`config.mk`:
```
export PLATFORM = sky130hd
export DESIGN_NAME = output_port_arbiter_flat
export DESIGN_NICKNAME = d
export VERILOG_FILES = /design/src/rtl/output_port_arbiter_if.sv /design/src/rtl/output_port_arbiter.sv /design/src/flat_wrapper.sv
export SDC_FILE = /design/constraint.sdc
export NUM_CORES = 1
export LEC_CHECK = 0
export BUFFER_PORTS_ARGS = -buffer_cell sky130_fd_sc_hd__buf_4
export CAP_MARGIN = 20
export CORE_AREA = 2 2 72 74
export CTS_CLUSTER_DIAMETER = 100
export DETAILED_ROUTE_END_ITERATION = 12
export DIE_AREA = 0 0 74 76
export GPL_ROUTABILITY_DRIVEN = 0
export MAX_ROUTING_LAYER = met4
export PLACE_DENSITY = 0.59
export SYNTH_ARGS = -nofsm -noshare
export SYNTH_HDL_FRONTEND = slang
export SYNTH_SLANG_ARGS = --single-unit
```
`constraint.sdc`:
```
create_clock -name clk -period 3.3 [get_ports clk]
set_input_delay 0.495 -clock clk [delete_from_list [all_inputs] [get_ports clk]]
set_output_delay 0.495 -clock clk [all_outputs]
set_load 0.02 [all_outputs]
```
`src/rtl/output_port_arbiter_if.sv`:
```
// Handshake bundle between the input FIFOs, sibling arbiters and one
// output-port arbiter of the 3-input switch.
interface output_port_arbiter_if;
   logic [7:0] data1;
   logic [7:0] data2;
   logic [7:0] data3;
   logic       empty1;
   logic       empty2;
   logic       empty3;
   logic [2:0] busy_in;
   logic       out_full;
   logic       rdreq1;
   logic       rdreq2;
   logic       rdreq3;
   logic [2:0] busy_out;
   logic [1:0] sel;
   logic [7:0] out_data;
   logic       out_valid;
   logic       err;

   modport master (
      output data1, data2, data3,
      output empty1, empty2, empty3,
      output busy_in, out_full,
      input  rdreq1, rdreq2, rdreq3,
      input  busy_out, sel, out_data, out_valid, err
   );

   modport slave (
      input  data1, data2, data3,
      input  empty1, empty2, empty3,
      input  busy_in, out_full,
      output rdreq1, rdreq2, rdreq3,
      output busy_out, sel, out_data, out_valid, err
   );
endinterface

```
`src/rtl/output_port_arbiter.sv`:
```
// Round-robin packet-locking arbiter for one switch output port.
// Define ARB_WATCHDOG_EN to abort packets stalled for TIMEOUT cycles.
module output_port_arbiter #(
   parameter logic [1:0]  PORT_ID = 2'b01,
   parameter int unsigned TIMEOUT = 15
) (
   input logic                  clk,
   input logic                  rst_n,
   output_port_arbiter_if.slave port
);
   typedef enum logic {IDLE, XFER} state_t;

   if (PORT_ID == 2'b00) begin : g_bad_port
      $error("PORT_ID must be 2'b01..2'b11");
   end
   if (TIMEOUT < 1 || TIMEOUT > 15) begin : g_bad_timeout
      $error("TIMEOUT must fit the 4-bit stall counter");
   end

   state_t     state, state_n;
   logic [1:0] ptr, ptr_n;
   logic [3:0] cnt, cnt_n;
   logic [1:0] sel_q, sel_n;
   logic [2:0] busy_q, busy_n;
   logic [7:0] odata_q, odata_n;
   logic       ovalid_q, ovalid_n;
   logic [7:0] data [3];
   logic [2:0] empty, req, rdreq;
   logic [1:0] g, pick;
   logic       found, pop, done, abort;
   logic       unused;

   assign data[0] = port.data1;
   assign data[1] = port.data2;
   assign data[2] = port.data3;
   assign empty   = {port.empty3, port.empty2, port.empty1};
   assign unused  = ^{data[0][7:5], data[1][7:5], data[2][7:5]};

   assign port.rdreq1    = rdreq[0];
   assign port.rdreq2    = rdreq[1];
   assign port.rdreq3    = rdreq[2];
   assign port.busy_out  = busy_q;
   assign port.sel       = sel_q;
   assign port.out_data  = odata_q;
   assign port.out_valid = ovalid_q;
   assign g              = sel_q - 2'd1;

`ifdef ARB_WATCHDOG_EN
   logic [3:0] stall, stall_n;
   logic       err_q;

   always_ff @(posedge clk or negedge rst_n) begin
      if (!rst_n) begin
         stall <= '0;
         err_q <= 1'b0;
      end else begin
         stall <= stall_n;
         err_q <= abort;
      end
   end

   assign port.err = err_q;
`else
   assign port.err = 1'b0;
`endif

   always_comb begin
      for (int k = 0; k < 3; k++) begin
         req[k] = !empty[k] && (data[k][1:0] == PORT_ID)
                  && !port.busy_in[k] && !busy_q[k];
      end
   end

   always_comb begin
      state_n  = state;
      ptr_n    = ptr;
      cnt_n    = cnt;
      sel_n    = sel_q;
      busy_n   = busy_q;
      odata_n  = odata_q;
      ovalid_n = 1'b0;
      rdreq    = '0;
      found    = 1'b0;
      pick     = '0;
      pop      = 1'b0;
      done     = 1'b0;
      abort    = 1'b0;
`ifdef ARB_WATCHDOG_EN
      stall_n  = '0;
`endif
      unique case (state)
         IDLE: begin
            // first requester at or after ptr, wrapping 3 -> 1
            for (int k = 0; k < 3; k++) begin
               if (!found && req[(int'(ptr) + k) % 3]) begin
                  found = 1'b1;
                  pick  = 2'((int'(ptr) + k) % 3);
               end
            end
            if (found) begin
               state_n = XFER;
               sel_n   = pick + 2'd1;
               busy_n  = 3'b001 << pick;
               cnt_n   = {1'b0, data[pick][4:2]} + 4'd1;
            end
         end
         XFER: begin
            pop      = !empty[g] && !port.out_full;
            rdreq[g] = pop;
            if (pop) begin
               odata_n  = data[g];
               ovalid_n = 1'b1;
               cnt_n    = cnt - 4'd1;
               done     = (cnt == 4'd1);
            end
`ifdef ARB_WATCHDOG_EN
            stall_n = pop ? 4'd0 : stall + 4'd1;
            abort   = !pop && (stall == 4'(TIMEOUT - 1));
`endif
            if (done || abort) begin
               state_n = IDLE;
               sel_n   = '0;
               busy_n  = '0;
               ptr_n   = (g == 2'd2) ? 2'd0 : g + 2'd1;
            end
         end
         default: state_n = IDLE;
      endcase
   end

   always_ff @(posedge clk or negedge rst_n) begin
      if (!rst_n) begin
         state    <= IDLE;
         ptr      <= '0;
         cnt      <= '0;
         sel_q    <= '0;
         busy_q   <= '0;
         odata_q  <= '0;
         ovalid_q <= 1'b0;
      end else begin
         state    <= state_n;
         ptr      <= ptr_n;
         cnt      <= cnt_n;
         sel_q    <= sel_n;
         busy_q   <= busy_n;
         odata_q  <= odata_n;
         ovalid_q <= ovalid_n;
      end
   end
endmodule

```
`src/flat_wrapper.sv`:
```
// flat-port wrapper written by rule: the top's interface ports become plain ports
module output_port_arbiter_flat 
#(
   parameter logic [1:0]  PORT_ID = 2'b01,
   parameter int unsigned TIMEOUT = 15
)
  (clk, rst_n, port_data1, port_data2, port_data3, port_empty1, port_empty2, port_empty3, port_busy_in, port_out_full, port_rdreq1, port_rdreq2, port_rdreq3, port_busy_out, port_sel, port_out_data, port_out_valid, port_err);
  output_port_arbiter_if port_i ();
  input logic clk;
  input logic rst_n;
  input wire logic [$bits(port_i.data1)-1:0] port_data1;
  input wire logic [$bits(port_i.data2)-1:0] port_data2;
  input wire logic [$bits(port_i.data3)-1:0] port_data3;
  input wire logic [$bits(port_i.empty1)-1:0] port_empty1;
  input wire logic [$bits(port_i.empty2)-1:0] port_empty2;
  input wire logic [$bits(port_i.empty3)-1:0] port_empty3;
  input wire logic [$bits(port_i.busy_in)-1:0] port_busy_in;
  input wire logic [$bits(port_i.out_full)-1:0] port_out_full;
  output wire logic [$bits(port_i.rdreq1)-1:0] port_rdreq1;
  output wire logic [$bits(port_i.rdreq2)-1:0] port_rdreq2;
  output wire logic [$bits(port_i.rdreq3)-1:0] port_rdreq3;
  output wire logic [$bits(port_i.busy_out)-1:0] port_busy_out;
  output wire logic [$bits(port_i.sel)-1:0] port_sel;
  output wire logic [$bits(port_i.out_data)-1:0] port_out_data;
  output wire logic [$bits(port_i.out_valid)-1:0] port_out_valid;
  output wire logic [$bits(port_i.err)-1:0] port_err;
  assign port_i.data1 = port_data1;
  assign port_i.data2 = port_data2;
  assign port_i.data3 = port_data3;
  assign port_i.empty1 = port_empty1;
  assign port_i.empty2 = port_empty2;
  assign port_i.empty3 = port_empty3;
  assign port_i.busy_in = port_busy_in;
  assign port_i.out_full = port_out_full;
  assign port_rdreq1 = port_i.rdreq1;
  assign port_rdreq2 = port_i.rdreq2;
  assign port_rdreq3 = port_i.rdreq3;
  assign port_busy_out = port_i.busy_out;
  assign port_sel = port_i.sel;
  assign port_out_data = port_i.out_data;
  assign port_out_valid = port_i.out_valid;
  assign port_err = port_i.err;
  output_port_arbiter #(.PORT_ID(PORT_ID), .TIMEOUT(TIMEOUT)) u_core (.clk(clk), .rst_n(rst_n), .port(port_i));
endmodule
```
==> run_results.csv <==
group,metric,value,unit
run_status,outcome,"completed",
synth,synth_top_area_cell,"dfrtp_1",
layout,drive_gt1_share,34.5,%
die,die_h,76,microns
layout,nFillCells,487,
die,io_pins,51,
clock_network,clk_latency,0.26,ns
clock_network,cts_sinks,21,
synth,synth_ff_type,"dfrtp_1",
synth,synth_cells,178,
place,dp_cells,298,
synth,synth_top_family_by_area,"compound AO/OA/AOI/OAI gates",
clock_network,htree_levels,1,
synth,syn_area_per_cell,9.30,sq um
synth,yosysMostFrequentCell,"nor2_1",
detailed_routing,drc,0,
synth,yosysSeqAreaShare,31.7,%
die,initial_core_util,33.7,%
setup_path,crit_path_end_kind,"primary output",
clock_network,post_cts_buffers,0,
timing,drv_slew,0,
setup_path,cp-start-kind,"flop",
detailed_routing,drt-vias-per-instance,4.94,
layout,fin_area,2180,sq um
clock_network,clockBufferDepth,2,
timing,hold_violations,0,
hold_path,hold_path.class,"input pin to asynchronous set/reset pin",
clock_network,post_cts_resized,0,
global_routing,grt_pass1_wl,7.25,mm
detailed_routing,via_count,1492,
place,place_area,2130,sq um
place,dpl.hpwl,3.43,mm
clock_network,cts_root_buffer,"clkbuf_8",
detailed_routing,drt_first_pass_iters,4,
layout,area_growth,31.7,%
pwr,power.density,696,nW/um^2
synth,ys_ff_latch,21,
global_routing,grt_use_met1,22.6,%
timing,fmax,0.323,GHz
global_routing,grt_remaining_overflow,0,
setup_path,path_cells,"clkinv_1 > ha_1 > mux2_2 > a221oi_2 > buf_4 > and2_1 > buf_4",
synth,synthAdderAreaFrac,9.07,%
synth,synthArstFlopShare,100,%
clock_network,clkTransAtPathRegs,0.08,ns
timing,relSlewSlack,59.9,%
timing,period_minus_slack,3.09,ns
global_routing,use_met2,25.8,%
setup_path,required,2.80,ns
synth,synth_xor_area_share,0,%
global_routing,grt_start_max_net_pins,25,
layout,n_antenna_cell,0,
global_routing,antenna_found_initial,0,
global_routing,grt_busiest_layer,"met2",
pwr,p_leak,1.07,nW
synth,synth-edff-count,0,
global_routing,grt.met3_usage,2.25,%
timing,rsz0062_at_grt,"false",
synth,ys_top_cells_by_area,"dfrtp_1 32%, ha_1 9.1%, mux2i_1 7.3%",
clock_network,holdBufCountCts,0,
global_routing,grt_pass1_vias,1513,
synth,yosys_warnings,0,
die,die_w,74,microns
timing,period_share,93.7,%
detailed_routing,wl,4.30,mm
synth,synth_compound_area_share,25.0,%
clock_network,cts-buffers-inserted,3,
setup_path,r2r_cells,12,
timing,final.setup.tns,0,ns
pwr,ir_drop,0.267,mV
synth,synth_common_cells,"25 x nor2_1, 21 x dfrtp_1, 18 x a21oi_1",
detailed_routing,ant_nets,0,
timing,tightestPinTransition,0.587,ns
die,core,4910,sq um
setup_path,cp_max_fo,24,
synth,synth_top_area_share,31.7,%
setup_path,critPathArrivalTime,2.60,ns
detailed_routing,drt_iter0_drc,100,
synth,synthSimpleGateAreaFrac,17.5,%
setup_path,max_stage_delay,0.52,ns
synth,synth_cell_types,47,
die,num_rows,26,
global_routing,grtUsageTotal,16.8,%
timing,fin_worst_skew,0.00309,ns
synth,synth_area,1660,sq um
setup_path,critical_path_class,"flop to primary output",
layout,fin_nets,278,
detailed_routing,wl_per_cell,14.2,microns
setup_path,path_common_cell,"buf_4",
synth,synth.mux.area_fraction,11.3,%
job,timing.max_cap.violations,0,
setup_path,slowest_stage,"dfrtp_1",
layout,instances_no_fill,302,
setup_path,r2r_setup_slack,0.33,ns
die,fp.dieArea,5620,sq um
timing,setup_viol,0,
clock_network,cts_tree,"done",
synth,syn-num-nets,223,
place,port_buffers,49,
==> metrics by stage <==
stage	util, %	setup slack [ns]	power (mW)	hold slack [ns]
after global placement	43.5	0.199	1.35	0.398
after global routing	44.4	0.0137	1.65	0.126
after CTS	44.4	0.180	1.54	0.110
after detailed placement	43.5	0.138	1.36	0.403
after floorplan	-	0.107	1.01	0.199
final	44.4	0.207	1.52	0.106
==> per-layer routing <==
| metal | vias up | wire length (microns) |
|---|---|---|
| met5 | - | 0 |
| met4 | 0 | 57 |
| met3 | 4 | 215 |
| met2 | 50 | 1980 |
| met1 | 690 | 2050 |
| li1 | 748 | - |
==> path summary, 6_finish.rpt <==
check                                        start                 endpoint
min                                          rst_n            u_core.cnt[3]
min reg2reg                u_core.port.out_data[5]  u_core.port.out_data[5]
max                             u_core.port.sel[0]              port_rdreq3
min in group clk                     port_data2[7]  u_core.port.out_data[7]
max in group asynchronous                    rst_n  u_core.port.busy_out[2]
max reg2reg                          u_core.ptr[0]            u_core.cnt[2]
==> layout make-up <==
type                    count  area, sq um  share of cell area (%)
multi-input cells         137         1040                    47.9
flip-flops and latches     21          526                    24.1
repair buffers             57          428                    19.6
well taps                  70         87.6                    4.02
inverters                  13         48.8                    2.24
clock buffers               3         41.3                    1.89
clock inverters             1         5.00                   0.229
==> sequential cells by signal, summed over array words and instances (netlist names) <==
signal,count
u_core.cnt,4
u_core.port.out_data,8
u_core.state,1
u_core.ptr,2
u_core.port.out_valid,1
u_core.port.sel,2
u_core.port.busy_out,3
==> kinds of logic after synthesis <==
kind of cell	count (synthesis)
flip-flops	21
other	1
AND/OR/NAND/NOR	54
multiplexers	18
adder cells (fa/ha/maj)	12
AO/OA/AOI/OAI	52
buffers and inverters	20
==> cell usage in the layout (no fill, tap or decap), types with 2 or more instances in the layout <==
| master | n |
|---|---|
| nor3_1 | 3 |
| o211a_1 | 2 |
| o21bai_1 | 2 |
| inv_1 | 12 |
| nand3b_1 | 2 |
| o211ai_1 | 4 |
| buf_4 | 57 |
| ha_1 | 12 |
| a221oi_2 | 2 |
| and2_1 | 3 |
| nand2_1 | 10 |
| nor2_1 | 25 |
| or4b_4 | 2 |
| mux2i_1 | 12 |
| mux2_2 | 6 |
| o21ai_0 | 6 |
| clkbuf_8 | 3 |
| a21oi_1 | 18 |
| nand2b_1 | 2 |
| or2_4 | 2 |
| dfrtp_1 | 21 |
==> worst max-delay path, delay by kind of cell, from the launching register on <==
family,cells,cell delay [ns]
buf+inv,3,0.59
compound gates,1,0.34
fa+ha+maj,1,0.35
simple gates,1,0.17
mux,1,0.36
flops,1,0.52
==> power by group <==
part | total, mW | internal [mW] | leakage (nW) | switching [mW]
Clock | 0.175 | 0.0842 | 0.0255 | 0.0906
Combinational | 0.889 | 0.392 | 0.786 | 0.497
Sequential | 0.454 | 0.363 | 0.256 | 0.0905
Total | 1.52 | 0.840 | 1.07 | 0.678
No activity file was read; power rests on OpenSTA's default activity.
